## src/rtl/flit_link_tx_if.sv

```systemverilog
// FIFO-side and link-side handshake bundle for the flit link transmitter.
// master = transmitter side, slave = FIFO/downstream side.
interface flit_link_tx_if #(
  parameter int unsigned DATA_WIDTH = 32
);
  logic                  fifo_empty;
  logic                  fifo_rd_en;
  logic [DATA_WIDTH-1:0] fifo_dout;
  logic                  out_valid;
  logic                  out_ready;
  logic [DATA_WIDTH-1:0] out_data;

  modport master (
    input  fifo_empty, fifo_dout, out_ready,
    output fifo_rd_en, out_valid, out_data
  );

  modport slave (
    output fifo_empty, fifo_dout, out_ready,
    input  fifo_rd_en, out_valid, out_data
  );
endinterface

```

## src/rtl/flit_link_tx.sv

```systemverilog
// Router output-port link transmitter: pops a show-ahead FIFO, registers flits
// onto a valid/ready link, enforces wormhole framing and counts packets.
module flit_link_tx #(
  parameter int unsigned DATA_WIDTH = 32,
  parameter int unsigned CNT_WIDTH  = 16
) (
  input  logic                 clk,
  input  logic                 rst,
  flit_link_tx_if.master       bus,
  input  logic                 err_clr,
  output logic                 in_packet,
  output logic [CNT_WIDTH-1:0] pkt_count,
  output logic                 proto_err
);

  typedef enum logic {S_IDLE, S_BODY} state_t;
  typedef enum logic [1:0] {T_SINGLE = 2'b00, T_HEAD = 2'b01, T_BODY = 2'b10, T_TAIL = 2'b11} flit_t;

  state_t                state_q, state_d;
  logic                  out_valid_q;
  logic [DATA_WIDTH-1:0] out_data_q;
  logic [CNT_WIDTH-1:0]  pkt_cnt_q;
  logic                  err_q;

  logic  slot_free, rd_en, legal, closes;
  flit_t ftype;

  assign ftype     = flit_t'(bus.fifo_dout[DATA_WIDTH-1 -: 2]);
  assign slot_free = ~out_valid_q | bus.out_ready;
  assign rd_en     = ~rst & ~bus.fifo_empty & slot_free;

  // Illegal flits never move the FSM; only a legal pop can change state.
  always_comb begin
    legal   = 1'b0;
    closes  = 1'b0;
    state_d = state_q;
    case (state_q)
      S_IDLE: begin
        legal  = (ftype == T_SINGLE) || (ftype == T_HEAD);
        closes = (ftype == T_SINGLE);
        if (rd_en && ftype == T_HEAD) state_d = S_BODY;
      end
      S_BODY: begin
        legal  = (ftype == T_BODY) || (ftype == T_TAIL);
        closes = (ftype == T_TAIL);
        if (rd_en && ftype == T_TAIL) state_d = S_IDLE;
      end
      default: ;
    endcase
  end

  always_ff @(posedge clk or posedge rst) begin
    if (rst) begin
      state_q     <= S_IDLE;
      out_valid_q <= 1'b0;
      out_data_q  <= '0;
      pkt_cnt_q   <= '0;
      err_q       <= 1'b0;
    end else begin
      state_q <= state_d;
      if (rd_en) begin
        if (legal) begin
          out_data_q  <= bus.fifo_dout;
          out_valid_q <= 1'b1;
          if (closes) pkt_cnt_q <= pkt_cnt_q + CNT_WIDTH'(1);
        end else begin
          out_valid_q <= 1'b0;
        end
      end else if (out_valid_q && bus.out_ready) begin
        out_valid_q <= 1'b0;
      end
      // An illegal pop in the same cycle overrides the clear request.
      if (rd_en && !legal) err_q <= 1'b1;
      else if (err_clr)    err_q <= 1'b0;
    end
  end

  assign bus.fifo_rd_en = rd_en;
  assign bus.out_valid  = out_valid_q;
  assign bus.out_data   = out_data_q;
  assign in_packet      = (state_q == S_BODY);
  assign pkt_count      = pkt_cnt_q;
  assign proto_err      = err_q;

endmodule
```

## src/flat_wrapper.sv

```systemverilog
// flat-port wrapper written by rule: the top's interface ports become plain ports
module flit_link_tx_flat 
#(
  parameter int unsigned DATA_WIDTH = 32,
  parameter int unsigned CNT_WIDTH  = 16
)
  (clk, rst, err_clr, in_packet, pkt_count, proto_err, bus_fifo_empty, bus_fifo_dout, bus_out_ready, bus_fifo_rd_en, bus_out_valid, bus_out_data);
  flit_link_tx_if #(.DATA_WIDTH(DATA_WIDTH)) bus_i ();
  input  logic clk;
  input  logic rst;
  input  logic err_clr;
  output logic in_packet;
  output logic [CNT_WIDTH-1:0] pkt_count;
  output logic proto_err;
  input wire logic [$bits(bus_i.fifo_empty)-1:0] bus_fifo_empty;
  input wire logic [$bits(bus_i.fifo_dout)-1:0] bus_fifo_dout;
  input wire logic [$bits(bus_i.out_ready)-1:0] bus_out_ready;
  output wire logic [$bits(bus_i.fifo_rd_en)-1:0] bus_fifo_rd_en;
  output wire logic [$bits(bus_i.out_valid)-1:0] bus_out_valid;
  output wire logic [$bits(bus_i.out_data)-1:0] bus_out_data;
  assign bus_i.fifo_empty = bus_fifo_empty;
  assign bus_i.fifo_dout = bus_fifo_dout;
  assign bus_i.out_ready = bus_out_ready;
  assign bus_fifo_rd_en = bus_i.fifo_rd_en;
  assign bus_out_valid = bus_i.out_valid;
  assign bus_out_data = bus_i.out_data;
  flit_link_tx #(.DATA_WIDTH(DATA_WIDTH), .CNT_WIDTH(CNT_WIDTH)) u_core (.clk(clk), .rst(rst), .bus(bus_i), .err_clr(err_clr), .in_packet(in_packet), .pkt_count(pkt_count), .proto_err(proto_err));
endmodule
```

## config.mk

```make
export PLATFORM = sky130hd
export DESIGN_NAME = flit_link_tx_flat
export DESIGN_NICKNAME = d
export VERILOG_FILES = /design/src/rtl/flit_link_tx_if.sv /design/src/rtl/flit_link_tx.sv /design/src/flat_wrapper.sv
export SDC_FILE = /design/constraint.sdc
export NUM_CORES = 1
export LEC_CHECK = 0
export CAP_MARGIN = 30
export CORE_MARGIN = 1.5
export CORE_UTILIZATION = 55
export CTS_BUF_LIST = sky130_fd_sc_hd__clkbuf_8
export DETAILED_ROUTE_END_ITERATION = 8
export DONT_BUFFER_PORTS = 1
export PLACE_DENSITY_LB_ADDON = 0.08
export SLEW_MARGIN = 20
export SYNTH_ARGS = -nofsm -noshare
export SYNTH_HDL_FRONTEND = slang
export SYNTH_SLANG_ARGS = --single-unit
```

## constraint.sdc

```tcl
create_clock -name clk -period 5.1 [get_ports clk]
set_clock_uncertainty 0.2 [all_clocks]
set_input_delay 1.275 -clock clk [delete_from_list [all_inputs] [get_ports clk]]
set_output_delay 1.275 -clock clk [all_outputs]
set_load 0.02 [all_outputs]
```

Word level (Yosys, flattened, before mapping)
Cells that the tools add are included.
{ "word_totals": {"reg_bits": 51, "input_bits": 37, "out_inout_bits": 52, "elab_cells": 38} }
{ "op_classes": {"n_addsub": 1, "eq_ne": 3, "n_mux": 10, "bitwise": 7, "reduce_logical": 12} }
{ "op_table": {"columns": ["operator", "count"], "rows": [
  ["$add A16 B1 Y16 const B", 1],
  ["$mux W1", 7],
  ["$pmux W1 S2", 3],
  ["$eq A2 B2 Y1 const B", 2],
  ["$logic_and A1 B1 Y1", 4],
  ["$not A1 Y1", 4],
  ["$reduce_bool A2 Y1", 2],
  ["$reduce_and A3 Y1", 1],
  ["$and A1 B1 Y1", 2],
  ["$eq A2 B1 Y1 const B", 1],
  ["$logic_not A2 Y1", 1],
  ["$logic_or A1 B1 Y1", 2],
  ["$reduce_and A2 Y1", 1],
  ["$logic_not A1 Y1", 1],
  ["$or A1 B1 Y1", 1]
]} }

Longest topological paths before layout
{ "depth": {"depth_word": 6, "depth_mapped": 6, "mapped_depth_nobuf": 5} }

Least setup slack after synthesis
No wires, ideal clock.
{ "synth_path": {"path_kind": "input -> output", "startpoint": "input bus_fifo_empty", "endpoint": "output bus_fifo_rd_en", "arrival_ns": 1.836, "required_time_ns": 3.625, "path_slack_ns": 1.789, "cell_stages": 3, "n_path_buf": 0, "cell_sequence": "or2_1 -> nand2b_1 -> inv_2"} }
{ "synth_via": {"elab_chain_cells": 3} }
{ "synth_rtl": {"columns": ["element", "line", "source"], "rows": [
  ["start, declared", "flat_wrapper.sv:15", "input wire logic [$bits(bus_i.fifo_empty)-1:0] bus_fifo_empty;"],
  ["$not A1 Y1", "flit_link_tx.sv:30", "assign rd_en = ~rst & ~bus.fifo_empty & slot_free;"],
  ["$and A1 B1 Y1 (2 in series)", "flit_link_tx.sv:30", null],
  ["end, declared", "flat_wrapper.sv:18", "output wire logic [$bits(bus_i.fifo_rd_en)-1:0] bus_fifo_rd_en;"]
]} }
No other way between the ends.

Worst setup path after layout
Same ends and word-level chain as after synthesis.

==> impl_summary.md <==
Placed design
At the placement stage, the worst setup path has a slack of 1740 ps. After detailed placement, the total cell area comes to 2170 µm². Routability-driven placement finished with a final weighted congestion of 0.779. The placed wire-length estimate is 2820 µm.

The number of port buffers is 0.

STA
Summed over all failing endpoints, the final setup total negative slack is 0 ps. The worst slew margin relative to its limit is 63.6%. The post-route fraction of the period consumed by the critical path is 65.9%.

The final setup violation count is 0. The highest attainable clock frequency is 0.297 GHz. The measured slew at the worst slew-check pin is 544 ps. The final number of max-transition violations is 0. Setup slack on the critical path of the routed design comes to 1740 ps. The final hold slack is 410 ps. The final hold violation count is 0. After layout, the minimum clock period comes to 3360 ps. Setup repair after global routing left no endpoint under its margin.

Synth
The combinational family with the most area after synthesis is multiplexers. In the synthesized netlist, the cells that appear most often are 51 x sky130_fd_sc_hd__dfrtp_1, 33 x sky130_fd_sc_hd__mux2_2, 11 x sky130_fd_sc_hd__nand2_1. After synthesis, the largest area contributor takes up 60.6% of total cell area. Sequential cells were found to cover 60.6% of the synthesized design area. The cell area that synthesis handed to floorplanning was 2110 µm². After technology mapping, the gate count stands at 156. For this run, the leading register cell type out of synthesis is sky130_fd_sc_hd__dfrtp_1. The number of distinct library cells after synthesis is 30. The complex-gate fraction of the synthesized area is 2.14%. Counting flops and latches in the post-synthesis netlist gives 51. The synthesized netlist devotes 0.594% of its cell area to adder and majority cells. The share of async-settable or async-resettable flops after synthesis is 100%. The simple-gate area share of the yosys netlist is 10.7%.

Synthesis produced a netlist with a net count of 194. Averaged over all synthesized cells, the footprint is 13.5 µm². After Yosys synthesis, XOR and XNOR cells account for 6.65% of the synthesized area.

The count of warnings emitted by yosys is 0. Of all cell types, the one taking the most synthesized area is sky130_fd_sc_hd__dfrtp_1. In the synthesized netlist, mux cells make up 17.6% of the area. After synthesis, the cell types taking the most area are sky130_fd_sc_hd__dfrtp_1 61%, sky130_fd_sc_hd__mux2_2 18%, sky130_fd_sc_hd__xor2_1 4.2%.

The most common cell in the synthesized netlist is sky130_fd_sc_hd__dfrtp_1. The synthesized design contains 0 enable-type register cells.

Power
Internal power comes to 0.739 mW. Combinational cells account for 14.2% of the total power. The analysis attributes to cell leakage a power of 1.02 nW.

Total power for the finished layout comes to 1.18 mW. The peak supply drop is 299 µV. The proportion of total power due to net switching is 37.2%. For this design the ratio of total power to cell area is 520 nW/µm².

Summed over all nets, the switching power comes to 0.437 mW. The clock network accounts for 19.2% of the total power. The sequential share of power is 66.6%.

Floorplan
The die is 64.9 µm tall. From left edge to right edge, the die measures 64.9 µm. The placeable core region is 3660 µm². During I/O placement, the number of pins put on the boundary was 89.

The floorplan step defined a die boundary enclosing 4210 µm². The initialized floorplan defines 22 standard-cell rows. For this configuration, the core starts out at a cell density of 57.5%.

GRT
The number of global-route vias before repair came to 1292. The initial antenna violation count is 0. The first global-routing pass estimated 5760 µm of wire. The total congestion overflow after global routing is 0.

Across every metal layer, demand over resource in global routing totals 18.3%. Entering global routing, the biggest net connects 33 pins.

Route
The detailed-route wire length is 3690 µm. The total iterations of the first detailed-routing run is 4. The detailed-route DRC error count is 0. After detailed routing, the average wire length per cell comes to 17.7 µm. For this block, the via count after detailed routing is 1186. The post-route antenna net violation count is 0.

The first routing iteration left 65 violations. In the routed layout, each cell is associated on average with a via count of 5.67.

Finish
The number of fill cells in the layout is 284. The number of antenna diodes in the final layout is 0. The layout overhead on the synthesized area is 7.37%.

The proportion of layout cells with a drive suffix above 1 is 29.2%. The area of the multi-input gates is 795 µm². Summing all non-filler instances in the final layout gives an area of 2260 µm². Registers take 1280 µm². The final layout contains 199 nets.

Critical path
The largest fanout on the critical path is 6. The worst setup path is of the in -> out kind. The endpoint arrival time on the critical path is 1890 ps. STA classifies the critical path startpoint as an input pin. STA puts the critical path data required time at 3620 ps. The kind of capture point of the worst setup path is an output port.

Clock tree
The clock root buffer master is sky130_fd_sc_hd__clkbuf_8. The total CTS buffers is 5. The number of hold buffers added after cts is 0. The clock latency on the worst-skew pair is 300 ps.

In this run the deepest clock path goes through 2 buffers. The H-tree was split into 2 levels. The CTS clock-pin slew for the worst setup and hold paths is 90 ps. After clock tree synthesis, the setup repair step added 0 buffers. The TritonCTS sink count is 51. The TritonCTS clock tree is done. After clock tree synthesis, the repair step resized 0 gates.

Outcome
The flow ran to the end, and the final reports show no timing, DRC or antenna violations.

Hold path
The class of the tightest hold or removal check is reg -> reg.

Run
Across the run, the number of max-cap violations was 0.
==> worst max-delay path, stage by stage <==
cell and delay (ps):
sky130_fd_sc_hd__or2_1 250, sky130_fd_sc_hd__nand2b_1 200, sky130_fd_sc_hd__inv_2 170
==> per-layer routing <==
layer | wire [µm] | track usage [%] | vias up | share of wire, %
met1 | 1420 | 20.8 | 581 | 39
met4 | 45 | 7.18 | 0 | 1.2
li1 | - | - | 545 | -
met5 | 0 | 0 | - | 0
met3 | 356 | 8.33 | 5 | 9.6
met2 | 1860 | 30.2 | 55 | 51
==> cell families (layout without fill, tap and decap cells) <==
group / Yosys count / after routing
AO/OA/AOI/OAI: 7 / 7
XOR/XNOR: 16 / 16
adder cells (fa/ha/maj): 1 / 1
buffers and inverters: 8 / 13
flip-flops: 51 / 51
multiplexers: 33 / 33
AND/OR/NAND/NOR: 40 / 40
==> area by class of cell <==
class / instances / share of cell area (%)
Clock buffer: 6 / 3.65
Clock inverter: 1 / 0.221
Inverter: 4 / 0.664
Multi-Input combinational cell: 97 / 35.1
Sequential cell: 51 / 56.4
Tap cell: 48 / 2.66
Timing Repair Buffer: 2 / 1.22
==> per-stage QoR <==
stage | util, % | cells
2_1_floorplan | - | 156
3_3_place_gp | 58.8 | 201
3_5_place_dp | 59.4 | 202
4_1_cts | 61.8 | 209
5_1_grt | 61.8 | 209
6_report | 61.8 | 209
==> registers in the layout, summed over array words and instances (netlist names) <==
name                  flops
u_core.bus.out_data      32
u_core.bus.out_valid      1
u_core.in_packet          1
u_core.pkt_count         16
u_core.proto_err          1
==> power groups by stage <==
stage / sequential [mW] / clock (mW) / combinational (mW)
after floorplan: 0.761 / 0 / 0.146
after global placement: 0.787 / 0 / 0.156
after detailed placement: 0.790 / 0 / 0.172
after CTS: 0.785 / 0.234 / 0.171
after global routing: 0.800 / 0.253 / 0.189
final: 0.783 / 0.226 / 0.167
==> final timing paths <==
path                                      start                 endpoint  slack [ps]  depth (start not counted)
max                              bus_fifo_empty           bus_fifo_rd_en        1740                          3
min                        u_core.pkt_count[15]     u_core.pkt_count[15]         410                          1
max reg2reg                u_core.bus.out_valid  u_core.bus.out_data[25]        2800                          6
min reg2reg                u_core.pkt_count[15]     u_core.pkt_count[15]         410                          1
max in group asynchronous                   rst         u_core.in_packet        3530                          2
min in group asynchronous                   rst      u_core.pkt_count[2]         650                          1
==> cells in the final DEF (no fill, tap or decap), drive strengths merged <==
cell type	synthesis	final
nor2	3	3
a2111o	1	1
nor2b	1	1
nand2	11	11
clkinv	0	1
xor2	10	10
ha	1	1
mux2	33	33
a21o	1	1
inv	4	4
dfrtp	51	51
clkbuf	0	6
or3	2	2
and3	1	1
nor4	2	2
nand2b	2	2
and2	2	2
nor4b	1	1
nor3b	1	1
o21ai	2	2
or2	1	1
nand3	6	6
xnor2	6	6
nor3	4	4
buf	4	2
nand4	2	2
o22ai	1	1
a21oi	2	2
and4	1	1
No activity file was read; power rests on OpenSTA's default activity.
